[config.mk]
export PLATFORM = sky130hd
export DESIGN_NAME = clock_time_keeper
export DESIGN_NICKNAME = d
export VERILOG_FILES = /design/src/rtl/clock_time_keeper.sv
export SDC_FILE = /design/constraint.sdc
export NUM_CORES = 1
export LEC_CHECK = 0
export CAP_MARGIN = 20
export CORE_MARGIN = 1
export CORE_UTILIZATION = 50
export CTS_CLUSTER_DIAMETER = 50
export DETAILED_ROUTE_END_ITERATION = 12
export GPL_TIMING_DRIVEN = 1
export PLACE_DENSITY = 0.78
export SLEW_MARGIN = 20
export SYNTH_ARGS = -nofsm -noshare
export SYNTH_HDL_FRONTEND = slang
export SYNTH_SLANG_ARGS = --single-unit
[constraint.sdc]
create_clock -name in_50MHz -period 2.6 [get_ports in_50MHz]
set_input_delay 0.52 -clock in_50MHz [delete_from_list [all_inputs] [get_ports in_50MHz]]
set_output_delay 0.52 -clock in_50MHz [all_outputs]
set_load 0.05 [all_outputs]
[src/rtl/clock_time_keeper.sv]
`default_nettype none
// ============================================================================
//  Module   : clock_time_keeper
//  Function : Resynchronises the board 1 Hz square wave, detects its rising
//             edge and drives a 24-hour BCD HH:MM:SS counter with set/clear
//             controls from the push-button logic.
//  Revision : 1.0  initial release
// ============================================================================
module clock_time_keeper (
    input  logic       in_50MHz,
    input  logic       rst,
    input  logic       in_1Hz,
    input  logic       run_en,
    input  logic       set_min,
    input  logic       set_hour,
    input  logic       clr_sec,
    output logic [3:0] sec_lo,
    output logic [3:0] sec_hi,
    output logic [3:0] min_lo,
    output logic [3:0] min_hi,
    output logic [3:0] hr_lo,
    output logic [3:0] hr_hi,
    output logic       tick_1s,
    output logic       day_wrap
);

    logic       r_s1, r_s2, r_s3;
    // r_v1/r_v2 follow the synchroniser and mark when s2 holds a real sample
    // of in_1Hz rather than the value forced by reset, so a wave that is
    // already high at reset release cannot arm the edge detector.
    logic       r_v1, r_v2;
    logic       r_armed;
    logic       w_edge;
    logic       w_tick;

    logic [8:0] w_sec_inc, w_min_inc;
    logic [3:0] w_sec_lo_nx, w_sec_hi_nx, w_min_lo_nx, w_min_hi_nx;
    logic [3:0] w_hr_lo_nx, w_hr_hi_nx;
    logic       w_sec_carry, w_min_carry, w_hr_step, w_wrap;

    // Increment a 00..59 BCD pair; returns {carry, hi, lo}.
    function automatic logic [8:0] inc60(input logic [3:0] hi, input logic [3:0] lo);
        logic [8:0] res;
        if (lo >= 4'd9) begin
            if (hi >= 4'd5) res = {1'b1, 4'd0, 4'd0};
            else            res = {1'b0, hi + 4'd1, 4'd0};
        end else begin
            res = {1'b0, hi, lo + 4'd1};
        end
        return res;
    endfunction

    // Three-stage resynchroniser plus arming of the rising-edge detector.
    always_ff @(posedge in_50MHz) begin
        if (rst) begin
            r_s1    <= 1'b0;
            r_s2    <= 1'b0;
            r_s3    <= 1'b0;
            r_v1    <= 1'b0;
            r_v2    <= 1'b0;
            r_armed <= 1'b0;
        end else begin
            r_s1 <= in_1Hz;
            r_s2 <= r_s1;
            r_s3 <= r_s2;
            r_v1 <= 1'b1;
            r_v2 <= r_v1;
            if (r_v2 && !r_s2) r_armed <= 1'b1;
        end
    end

    assign w_edge    = r_s2 & ~r_s3 & r_armed;
    assign w_tick    = w_edge & run_en;
    assign w_sec_inc = inc60(sec_hi, sec_lo);
    assign w_min_inc = inc60(min_hi, min_lo);

    // Next-state of the cascade; set/clear pulses override the tick carry per field.
    always_comb begin
        w_sec_lo_nx = sec_lo;
        w_sec_hi_nx = sec_hi;
        w_sec_carry = 1'b0;
        w_min_lo_nx = min_lo;
        w_min_hi_nx = min_hi;
        w_min_carry = 1'b0;
        w_hr_lo_nx  = hr_lo;
        w_hr_hi_nx  = hr_hi;
        w_wrap      = 1'b0;

        if (clr_sec) begin
            w_sec_lo_nx = 4'd0;
            w_sec_hi_nx = 4'd0;
        end else if (w_tick) begin
            {w_sec_carry, w_sec_hi_nx, w_sec_lo_nx} = w_sec_inc;
        end

        if (set_min || w_sec_carry) begin
            w_min_hi_nx = w_min_inc[7:4];
            w_min_lo_nx = w_min_inc[3:0];
            w_min_carry = w_min_inc[8] & ~set_min;
        end

        w_hr_step = set_hour | w_min_carry;
        if (w_hr_step) begin
            if (hr_hi >= 4'd2 && hr_lo >= 4'd3) begin
                w_hr_hi_nx = 4'd0;
                w_hr_lo_nx = 4'd0;
                w_wrap     = ~set_hour;
            end else if (hr_lo >= 4'd9) begin
                w_hr_hi_nx = hr_hi + 4'd1;
                w_hr_lo_nx = 4'd0;
            end else begin
                w_hr_lo_nx = hr_lo + 4'd1;
            end
        end
    end

    // Registered digits and one-cycle status pulses.
    always_ff @(posedge in_50MHz) begin
        if (rst) begin
            sec_lo   <= 4'd0;
            sec_hi   <= 4'd0;
            min_lo   <= 4'd0;
            min_hi   <= 4'd0;
            hr_lo    <= 4'd0;
            hr_hi    <= 4'd0;
            tick_1s  <= 1'b0;
            day_wrap <= 1'b0;
        end else begin
            sec_lo   <= w_sec_lo_nx;
            sec_hi   <= w_sec_hi_nx;
            min_lo   <= w_min_lo_nx;
            min_hi   <= w_min_hi_nx;
            hr_lo    <= w_hr_lo_nx;
            hr_hi    <= w_hr_hi_nx;
            tick_1s  <= w_edge;
            day_wrap <= w_wrap;
        end
    end

endmodule
`default_nettype wire
== Yosys cells after proc, flatten, opt, wreduce, memory -nomap -nowiden ==
Index checks and enable logic that the tools add are counted.

* Add/subtract/negate cells: 6
* Magnitude comparators: 7
* Mux-type cells: 12
* Bitwise gates (word level): 10
* Reduce and logical (&&, ||, !) cells: 10

{| class="wikitable"
|+ Operator list
! operator !! count
|-
| 9-bit 2-to-1 mux || 4
|-
| 4-bit by 1-bit adder with 4-bit output, second input constant || 6
|-
| 4-bit 2-to-1 mux || 4
|-
| 4-bit >= comparator, second input constant || 3
|-
| 4-bit by 2-bit >= comparator with 1-bit output, second input constant || 2
|-
| 4-bit by 3-bit >= comparator with 1-bit output, second input constant || 2
|-
| 2-bit AND reduction || 3
|-
| 1-bit NOT || 5
|-
| 1-bit AND || 4
|-
| 1-bit 2-to-1 mux || 4
|-
| 3-bit OR reduction || 1
|-
| 1-bit logical AND || 2
|-
| 2-bit nonzero test || 1
|-
| 2-bit OR reduction || 1
|-
| 1-bit logical NOT || 1
|-
| 1-bit logical OR || 1
|-
| 1-bit bitwise OR || 1
|}

* Register bits: 32
* Input port bits: 7
* Output and inout port bits: 26
* Logic and storage cells: 59

== Logic depth before layout (Yosys ltp) ==
Gate-level depths: netlist (run 1).

* Depth in word-level cells: 11
* Mapped depth: 8
* Depth with buffers taken out: 8

== Worst setup path before layout (run 1) ==
OpenSTA, ideal clock, no wires.

* Kind: register to register
* Start point: reg sec_lo[0]
* End point: reg hr_hi[2]
* Setup time: 0.070 ns
* Data arrival time: 2.379 ns
* Required time: 2.530 ns
* Setup slack: 0.151 ns
* Stages on the path, launching flop included: 9
* Path buffers: 0
* Clock period less this slack: 2.449 ns
* Cell sequence: dfxtp_1 inv_1 ha_1 or3b_1 nand3_4 nor3_4 o211ai_2 or4b_1 a21oi_1

* Word-level cells in the longest chain between the ends: 8

{| class="wikitable"
|+ RTL lines
! element !! line !! source
|-
| start: declaration || 17 || <nowiki>output logic [3:0] sec_lo,</nowiki>
|-
| start signal: assignment || 129 || <nowiki>sec_lo <= w_sec_lo_nx;</nowiki>
|-
| 4-bit >= comparator || 44 || <nowiki>if (lo >= 4'd9) begin</nowiki>
|-
| 9-bit 2-to-1 mux || 44 ||
|-
| 1-bit 2-to-1 mux || 92 || <nowiki>end else if (w_tick) begin</nowiki>
|-
| 1-bit 2-to-1 mux || 89 || <nowiki>if (clr_sec) begin</nowiki>
|-
| 1-bit logical OR || 96 || <nowiki>if (set_min || w_sec_carry) begin</nowiki>
|-
| 1-bit 2-to-1 mux || 96 ||
|-
| 1-bit bitwise OR || 102 || <nowiki>w_hr_step = set_hour | w_min_carry;</nowiki>
|-
| 2-bit AND reduction (no line) || n/a ||
|-
| end signal: assignment || 134 || <nowiki>hr_hi <= w_hr_hi_nx;</nowiki>
|-
| end: declaration || 22 || <nowiki>output logic [3:0] hr_hi,</nowiki>
|}

Every way passes these cells.
A chain may end at the register's enable or synchronous reset.

== Worst setup path in the final report (run 1) ==
* Start point: reg sec_lo[1]
* End point: reg min_hi[1]

* Word-level cells in the longest chain between the ends: 6

{| class="wikitable"
|+ RTL lines
! element !! line !! source
|-
| 4-bit >= comparator || 44 ||
|-
| 9-bit 2-to-1 mux || 44 ||
|-
| 1-bit 2-to-1 mux || 92 ||
|-
| 1-bit 2-to-1 mux || 89 ||
|-
| 1-bit logical OR || 96 ||
|-
| 2-bit AND reduction (no line) || n/a ||
|-
| end signal: assignment || 132 || <nowiki>min_hi <= w_min_hi_nx;</nowiki>
|-
| end: declaration || 20 || <nowiki>output logic [3:0] min_hi,</nowiki>
|}

Every way passes these cells.

==> results.cfg, run 1 <==
[worst_setup_path]
critPathMaxFanout = 5
critPathSlowestCell = or3b_1
cp-start-kind = flop
crit_buf_inv = 1
cp_cell_sequence = inv_1 > ha_1 > or3b_1 > and3_2 > a31oi_1 > nor2_1 > nand3_1 > a21oi_1
critical_path_class = flop to flop
worstPathArrival_ns = 2.50
cp-end-kind = flop
worstPathRequired_ns = 2.81
crit_path_max_incr_delay_ns = 0.45
reg2reg_slack_ns = 0.31
crit_family = simple AND/OR/NAND/NOR gates

[clocking]
clock-root-buffer = clkbuf_4
cts_buffers = 5
postCtsResizedCells = 0
cts_setup_buffers = 0
postCtsHoldBufs = 0
clock_latency_ns = 0.33
clkSinkCount = 32
path_clk_slew_ns = 0.09
cts_tree = done
cts.htree.levels = 2
clk_path_buf_depth = 2

[floorplanning]
die_w_um = 59.1
rows = 20
coreArea_um2 = 3080
pin_count = 33
die_h_um = 59.1
initial_utilization_pct = 53.0
die_area_um2 = 3500

[sta]
fmax_mhz = 437
worstMarginPinSlew_ns = 0.647
tns_ns = 0
skew_ns = 0.00486
relSlewSlack_pct = 56.5
hold_viol = 0
finalSetupViolCount = 0
period_minus_slack_ns = 2.29
fin_crit_sh_pct = 88.0
slew_violations = 0
rsz0062_at_grt = false

[detailed_routing]
wire_per_inst_um = 13.0
vias = 1503
initialDrtViolationCount = 46
postRouteAntennaNets = 0
finalWirelength_um = 3510
firstDrtPassIters = 4
vias_per_cell = 5.55
drc = 0

[yosys]
yosys.area.top_type = dfxtp_1
async_flop_share_pct = 0
synth_edf_count = 0
netlist.area_leader.share_pct = 39.3
ys_warn_count = 0
synth_fp_nets = 210
ys_ff_latch = 32
syn_inst = 186
syn_area_per_cell_um2 = 8.77
yosysSeqAreaShare_pct = 39.3
synth_area_leaders = dfxtp_1 (39%), ha_1 (13%), a21oi_1 (7.4%)
synth.cells.most_frequent = dfxtp_1 (32), a21oi_1 (24), ha_1 (17), nor2_1 (17), inv_1 (16)
synth.most_common_cell = dfxtp_1
synth.distinct_cells = 40
synthFlopType = dfxtp_1
syn_area_um2 = 1630

[pwr]
finalPower_uw = 883
ir_worst_vdd_mv = 0.373
leakage_nw = 0.807
power_density_nw_per_um2 = 425

[grt]
grt_pass1_vias = 1393
grt_usage_pct = 22.5
antenna_found_initial = 0
grt_pass1_wl_um = 5820
grt_remaining_overflow = 0
grt_max_degree = 14

[placed_design]
port_buffers = 32
routabilityCongestion = 0.832
hpwl_um = 2710

[finish]
nets = 250
areaGrowthSynthToFinish_pct = 27.2
drive_above_1_share_pct = 11.0
antenna_cells = 0
multi_input_area_um2 = 916
fill_cells = 289
final-seq-area_um2 = 641

[outcome]
outcome = finished, final reports clean

[hold_path]
hp-class = flop to flop

[job]
maxCapViolCount = 0
-- cells in the final DEF (no fill, tap or decap), types with 2 or more instances in the layout --
cell and count:
nand2b_1 2, clkbuf_4 5, buf_4 3, nand2_1 12, ha_1 17, nor3_1 8
inv_1 16, clkinv_2 2, and3_2 3, a31oi_1 2, nand3_1 9, or3_2 2
nor2b_1 4, nand4b_1 4, o31ai_1 2, dfxtp_1 32, a21oi_1 24, o21ai_0 7
nor2_1 17, or4b_1 2, clkdlybuf4s50_1 32
-- layer usage --
layer  global-route usage [%]  routed length (µm)  vias up
met4                     11.9                  81        0
met1                     22.6                1440      715
met5                        0                   0        -
met2                     41.1                1810       41
li1                         -                   -      737
met3                     7.21                 172       10
-- final cells by class --
class	count	area share [%]
Clock buffer	6	2.47
Clock inverter	2	0.482
Inverter	16	2.89
Multi-Input combinational cell	136	44.1
Sequential cell	32	30.9
Tap cell	44	2.65
Timing Repair Buffer	35	16.5
-- metrics by stage --
step / hold WS (ns) / cell area, µm² / cells / worst slack (ns) / util [%]
after global routing: 0.462 / 2080 / 271 / 0.155 / 67.4
final: 0.440 / 2080 / 271 / 0.313 / 67.4
after global placement: 0.425 / 2010 / 263 / 0.112 / 65.4
after detailed placement: 0.428 / 2010 / 263 / 0.0409 / 65.4
after CTS: 0.442 / 2080 / 271 / 0.315 / 67.4
after floorplan: 0.404 / 1630 / 186 / 0.151 / -
-- state kept, by name, summed over array words and instances (netlist names), 4 cells and up --
signal and cells:
sec_lo 4, min_lo 4, min_hi 4, sec_hi 4, hr_hi 4, hr_lo 4
-- report_power, final --
part / leakage [nW] / total [mW] / internal, mW / switching [mW]
sequential: 0.260 / 0.509 / 0.499 / 0.00962
clock: 0.0380 / 0.294 / 0.128 / 0.166
combinational: 0.509 / 0.0800 / 0.0308 / 0.0492
total: 0.807 / 0.883 / 0.659 / 0.224
-- final timing paths --
path / to / cells after the start / from
max: min_hi[1] / 8 / sec_lo[1]
max reg2reg: min_hi[1] / 8 / sec_lo[1]
min: tick_1s / 1 / r_s3
min reg2reg: tick_1s / 1 / r_s3
-- kinds of logic after synthesis --
kind of cell / Yosys count / share of synthesized area (%)
buffers and inverters: 18 / 4.60
DFF: 32 / 39.3
AOI/OAI and AO/OA: 44 / 16.2
and+or+nand+nor: 75 / 26.9
adders and majority gates: 17 / 13.0
No activity file was read; power rests on OpenSTA's default activity.
==> inputs of run 2 (changes only) <==
--- a/config.mk
+++ b/config.mk
@@ -10,6 +10,7 @@
 export CORE_UTILIZATION = 50
 export CTS_CLUSTER_DIAMETER = 50
 export DETAILED_ROUTE_END_ITERATION = 12
+export GPL_ROUTABILITY_DRIVEN = 1
 export GPL_TIMING_DRIVEN = 1
 export PLACE_DENSITY = 0.78
 export SLEW_MARGIN = 20
==> results of run 2 <==
Same layout as run 1: the final DEF is identical, and so are final timing and power.
